--- config.mk ---
export PLATFORM = sky130hd
export DESIGN_NAME = rollo_support_ctrl
export DESIGN_NICKNAME = d
export VERILOG_FILES = /design/src/rtl/rollo_support_ctrl.sv
export SDC_FILE = /design/constraint.sdc
export NUM_CORES = 1
export LEC_CHECK = 0
export ABC_AREA = 1
export BUFFER_PORTS_ARGS = -buffer_cell sky130_fd_sc_hd__buf_2
export CORE_MARGIN = 5
export CORE_UTILIZATION = 25
export DETAILED_ROUTE_END_ITERATION = 10
export MAX_ROUTING_LAYER = met4
export SYNTH_ARGS = -nofsm -noshare
export SYNTH_HDL_FRONTEND = slang
export SYNTH_SLANG_ARGS = --single-unit
--- constraint.sdc ---
create_clock -name clk -period 1.7 [get_ports clk]
set_input_delay 0.17 -clock clk [delete_from_list [all_inputs] [get_ports clk]]
set_output_delay 0.17 -clock clk [all_outputs]
set_load 0.02 [all_outputs]
--- src/rtl/rollo_support_ctrl.sv ---
// Sequencer for the ROLLO-I support register file: loads R basis elements, then
// streams N random GF(2)-linear combinations of them downstream.
module rollo_support_ctrl #(
    parameter int unsigned N           = 8,
    parameter int unsigned M           = 8,
    parameter int unsigned R           = 7,
    parameter bit          REJECT_ZERO = 1'b1
) (
    input  logic                 clk,
    input  logic                 rst_b,
    input  logic                 start,
    output logic                 busy,
    output logic                 done,
    input  logic                 sup_valid,
    output logic                 sup_ready,
    input  logic [M-1:0]         sup_data,
    input  logic                 rnd_valid,
    output logic                 rnd_ready,
    input  logic [R-1:0]         rnd_data,
    output logic                 rf_rw,
    output logic [R:0]           rf_ctrl_w,
    output logic [$clog2(R)-1:0] rf_addr,
    output logic [M-1:0]         rf_data_in,
    input  logic [M-1:0]         rf_data_out,
    output logic                 out_valid,
    input  logic                 out_ready,
    output logic [M-1:0]         out_data,
    output logic [$clog2(N)-1:0] out_idx
);

    localparam int unsigned AW = $clog2(R);
    localparam int unsigned IW = $clog2(N);
    localparam int unsigned CW = $clog2(N + 1);

    localparam logic [AW-1:0] LdLast  = AW'(R - 1);
    localparam logic [CW-1:0] CntN    = CW'(N);
    localparam logic [CW-1:0] AccLast = CW'(N - 1);

    typedef enum logic [1:0] {
        StIdle,
        StLoad,
        StGen,
        StDone
    } state_e;

    state_e         state_q;
    logic [AW-1:0]  ld_cnt_q;
    logic [CW-1:0]  iss_cnt_q;
    logic [CW-1:0]  acc_cnt_q;
    logic           pend_q;
    logic [IW-1:0]  idx_q;
    logic           busy_q;
    logic           done_q;
    logic           out_valid_q;
    logic [M-1:0]   out_data_q;
    logic [IW-1:0]  out_idx_q;

    logic sup_hs;
    logic issue_ok;
    logic rnd_hs;
    logic rnd_zero;
    logic issue;
    logic accept;
    logic last_accept;

    always_comb begin
        sup_hs      = (state_q == StLoad) && sup_valid;
        issue_ok    = (state_q == StGen) && (iss_cnt_q < CntN) && !pend_q &&
                      (!out_valid_q || out_ready);
        rnd_hs      = issue_ok && rnd_valid;
        rnd_zero    = (rnd_data == '0);
        // A zero word selects nothing; with REJECT_ZERO it is swallowed and redrawn.
        issue       = rnd_hs && !(REJECT_ZERO && rnd_zero);
        accept      = out_valid_q && out_ready;
        last_accept = accept && (acc_cnt_q == AccLast);
    end

    always_comb begin
        sup_ready  = (state_q == StLoad);
        rnd_ready  = issue_ok;
        rf_rw      = sup_hs;
        rf_addr    = sup_hs ? ld_cnt_q : '0;
        rf_data_in = sup_hs ? sup_data : '0;
        rf_ctrl_w  = issue ? {1'b1, rnd_data} : '0;
        busy       = busy_q;
        done       = done_q;
        out_valid  = out_valid_q;
        out_data   = out_data_q;
        out_idx    = out_idx_q;
    end

    always_ff @(posedge clk or negedge rst_b) begin
        if (!rst_b) begin
            state_q     <= StIdle;
            ld_cnt_q    <= '0;
            iss_cnt_q   <= '0;
            acc_cnt_q   <= '0;
            pend_q      <= 1'b0;
            idx_q       <= '0;
            busy_q      <= 1'b0;
            done_q      <= 1'b0;
            out_valid_q <= 1'b0;
            out_data_q  <= '0;
            out_idx_q   <= '0;
        end else begin
            unique case (state_q)
                StIdle: begin
                    if (start) begin
                        state_q  <= StLoad;
                        ld_cnt_q <= '0;
                        busy_q   <= 1'b1;
                    end
                end
                StLoad: begin
                    if (sup_hs) begin
                        if (ld_cnt_q == LdLast) begin
                            state_q   <= StGen;
                            iss_cnt_q <= '0;
                            acc_cnt_q <= '0;
                            pend_q    <= 1'b0;
                        end else begin
                            ld_cnt_q <= ld_cnt_q + AW'(1);
                        end
                    end
                end
                StGen: begin
                    if (issue) begin
                        pend_q    <= 1'b1;
                        idx_q     <= iss_cnt_q[IW-1:0];
                        iss_cnt_q <= iss_cnt_q + CW'(1);
                    end
                    // rf_data_out is only valid the cycle after an issue.
                    if (pend_q) begin
                        out_data_q  <= rf_data_out;
                        out_idx_q   <= idx_q;
                        out_valid_q <= 1'b1;
                        pend_q      <= 1'b0;
                    end else if (accept) begin
                        out_valid_q <= 1'b0;
                    end
                    if (accept) begin
                        acc_cnt_q <= acc_cnt_q + CW'(1);
                        if (last_accept) begin
                            state_q <= StDone;
                            busy_q  <= 1'b0;
                            done_q  <= 1'b1;
                        end
                    end
                end
                StDone: begin
                    done_q  <= 1'b0;
                    state_q <= StIdle;
                end
                default: state_q <= StIdle;
            endcase
        end
    end

endmodule

==> run_results.csv <==
group,metric,value,unit
clock_network,cts_num_sinks,31,
sta,post-route-period-util,105.2,%
sta,fin_ws,-0.08866,ns
yosys,syn_nets,242,
critical_path,r2r_cells,9,
clock_network,worstSkewPairLatency,0.29,ns
min_path,holdPathStages,2,
yosys,ys_ff_latch,31,
clock_network,cts-root-buf,"clkbuf_8",
critical_path,path_max_fanout,8,
clock_network,path_clk_slew,0.07,ns
global_route,grt_max_degree,32,
floorplanning,die_area,8635,µm²
critical_path,worstSetupPathType,"reg2out",
yosys,synth.avg_cell_area,8.386,µm²
clock_network,htree_levels,2,
route,wl,4.225,mm
global_route,antenna_found_initial,0,
sta,hold_viol,0,
global_route,grt_usage,10.43,%
sta,tightestPinTransition,0.7225,ns
sta,layout_min_cycle_time,1.789,ns
placement,dp_slack,0.03719,ns
layout,diodes,0,
sta,rsz0062_at_grt,"yes",
power_and_ir_drop,power_density,1503,nW/µm²
power_and_ir_drop,switchingPower,1585,µW
critical_path,cp.arrival,1.62,ns
critical_path,crit_path_end_kind,"output pin",
floorplanning,num_io_pins,65,
route,viasPerCell,4.215,
layout,final_common_cell,"buf_2",
power_and_ir_drop,ir_drop,0.7326,mV
power_and_ir_drop,power_leakage,0.001338,µW
sta,fin_skew,0.004230,ns
sta,finalSetupViolCount,9,
yosys,ys_seq_area_share,45.12,%
layout,drive_above_1_share,43.21,%
sta,relSlewSlack,51.83,%
power_and_ir_drop,swShare,43.25,%
global_route,grt_remaining_overflow,0,
run_status,violations,"negative setup slack",
sta,fmax,0.5591,GHz
floorplanning,die_y,92.93,µm
global_route,grt_pass1_vias,1500,
floorplanning,initial_core_util,25.44,%
run_status,status,"complete, but fails checks",
power_and_ir_drop,p_seq_share,30.6,%
power_and_ir_drop,p_int,2079,µW
job,drv_cap,0,
route,drc,0,
power_and_ir_drop,p_clk_share,16.4,%
placement,io_buffers,64,
sta,tns,-0.5469,ns
global_route,grt_pass1_wl,6.886,mm
yosys,synth_warnings,0,
yosys,yosysUniqueCellTypes,24,
floorplanning,die_w,92.93,µm
placement,gp_congestion,0.7714,
route,via_count,1547,
route,ant_nets,0,
layout,area_growth,41.78,%
route,wl_per_cell,11.51,µm
floorplanning,coreArea,6756,µm²
clock_network,cts_made_buffers,5,
route,drt-pass1-iter-count,4,
placement,hpwl,2.961,mm
yosys,syn_area,1719,µm²
yosys,synthCells,205,
power_and_ir_drop,combPwrFrac,53.0,%
route,drtIter0Drc,89,
critical_path,required,1.53,ns
layout,layout_common_cells,"56 x buf_2, 39 x nand2_1, 32 x inv_1",
clock_network,cts_tree,"built",
sta,slew_viol_final,0,
sta,timing.hold.ws,0.1084,ns
layout,nNetsFinal,324,
min_path,hold_class,"in2reg",
critical_path,start_kind,"flip-flop",
floorplanning,placementRows,30,
clock_network,clock_path_buffers,2,
layer usage:
| metal | global-route usage [%] | routed length, µm | vias to the layer above |
|---|---|---|---|
| met4 | 4.396 | 70 | 0 |
| met3 | 2.843 | 298 | 7 |
| met1 | 13.33 | 1979 | 689 |
| met5 | - | 0 | - |
| met2 | 15.54 | 1877 | 53 |
| li1 | - | - | 798 |
flip-flops by register name, summed over array words and instances, names as in the netlist:
name       cells
iss_cnt_q      4
state_q        2
out_idx        3
idx_q          3
out_data       8
done           1
ld_cnt_q       3
pend_q         1
busy           1
out_valid      1
acc_cnt_q      4
logic make-up (layout without fill, tap and decap cells):
kind of cell,count (synthesis),in the layout,synth area share (%)
AOI/OAI and AO/OA,17,17,5.168
xor gates and xnor gates,2,2,1.019
adders and majority gates,8,8,5.823
buffers and inverters,40,122,9.825
DFF,31,31,45.12
muxes,10,10,6.550
and+or+nand+nor,97,97,26.49
per-stage QoR:
| stage | cell area, µm² | power (µW) | instances | util (%) |
|---|---|---|---|---|
| finish | 2437 | 3664 | 367 | 36.07 |
| global route | 2437 | 3942 | 367 | 36.07 |
| floorplan | 1719 | 2237 | 205 | - |
| CTS | 2326 | 3463 | 362 | 34.43 |
| detailed placement | 2140 | 2716 | 349 | 31.67 |
| global placement | 2140 | 2693 | 349 | 31.67 |
synth_stat cells, drive strengths merged:
cell	count	area, µm²
mux2	10	112.6
xor2	2	17.52
nor2	29	133.9
nand3b	1	7.510
nand3	14	87.59
nand4	3	18.77
or2	4	25.02
buf	3	26.27
nand2	46	182.7
clkbuf	1	3.750
inv	35	133.9
dfrtp	31	775.7
ha	8	100.1
clkinv	1	5.000
o21ai	17	88.84
worst paths after layout:
check                               startpoint           end  slack (ns)
worst min register to register      out_idx[2]    out_idx[2]        0.48
worst max register to register      state_q[0]  iss_cnt_q[1]        0.06
min in group asynchronous                rst_b   out_data[1]        0.49
max in group asynchronous                rst_b   out_data[0]        0.75
worst max-delay path                state_q[0]  rf_ctrl_w[4]       -0.09
worst min-delay path            rf_data_out[3]   out_data[3]        0.11
what timing repair did:
item	4_1_cts	5_1_grt
cloned	0	0
buffers inserted	5	5
pin swaps	1	4
resized for setup	16	21
hold endpoints to repair	31	0
setup endpoints to repair	20	29
hold buffers	1	0
cell type report:
| class | instances | area, µm² |
|---|---|---|
| clock buffer | 6 | 82.58 |
| clock inverter | 1 | 5.005 |
| fill | 700 | 4319 |
| inverter | 36 | 138.9 |
| multi-input combinational | 134 | 860.8 |
| sequential | 31 | 775.7 |
| tap | 80 | 100.1 |
| timing repair buffer | 79 | 474.2 |
critical path, stage by stage, from the launching register on:
cell and delay [ns]:
dfrtp_1 0.39, inv_2 0.09, ha_4 0.15, inv_4 0.04, nor2_4 0.10, nand3_4 0.08
nor2_4 0.11, nand2_4 0.10, nor2_1 0.11, buf_4 0.15
power by group through the flow:
stage	Clock, µW	Sequential (µW)	Combinational [µW]
detailed placement	0	1130	1580
CTS	624	1120	1720
floorplan	0	1290	946
global route	651	1160	2130
finish	600	1120	1940
global placement	0	1130	1570
Note: power is estimated with default switching activity, not from simulation.
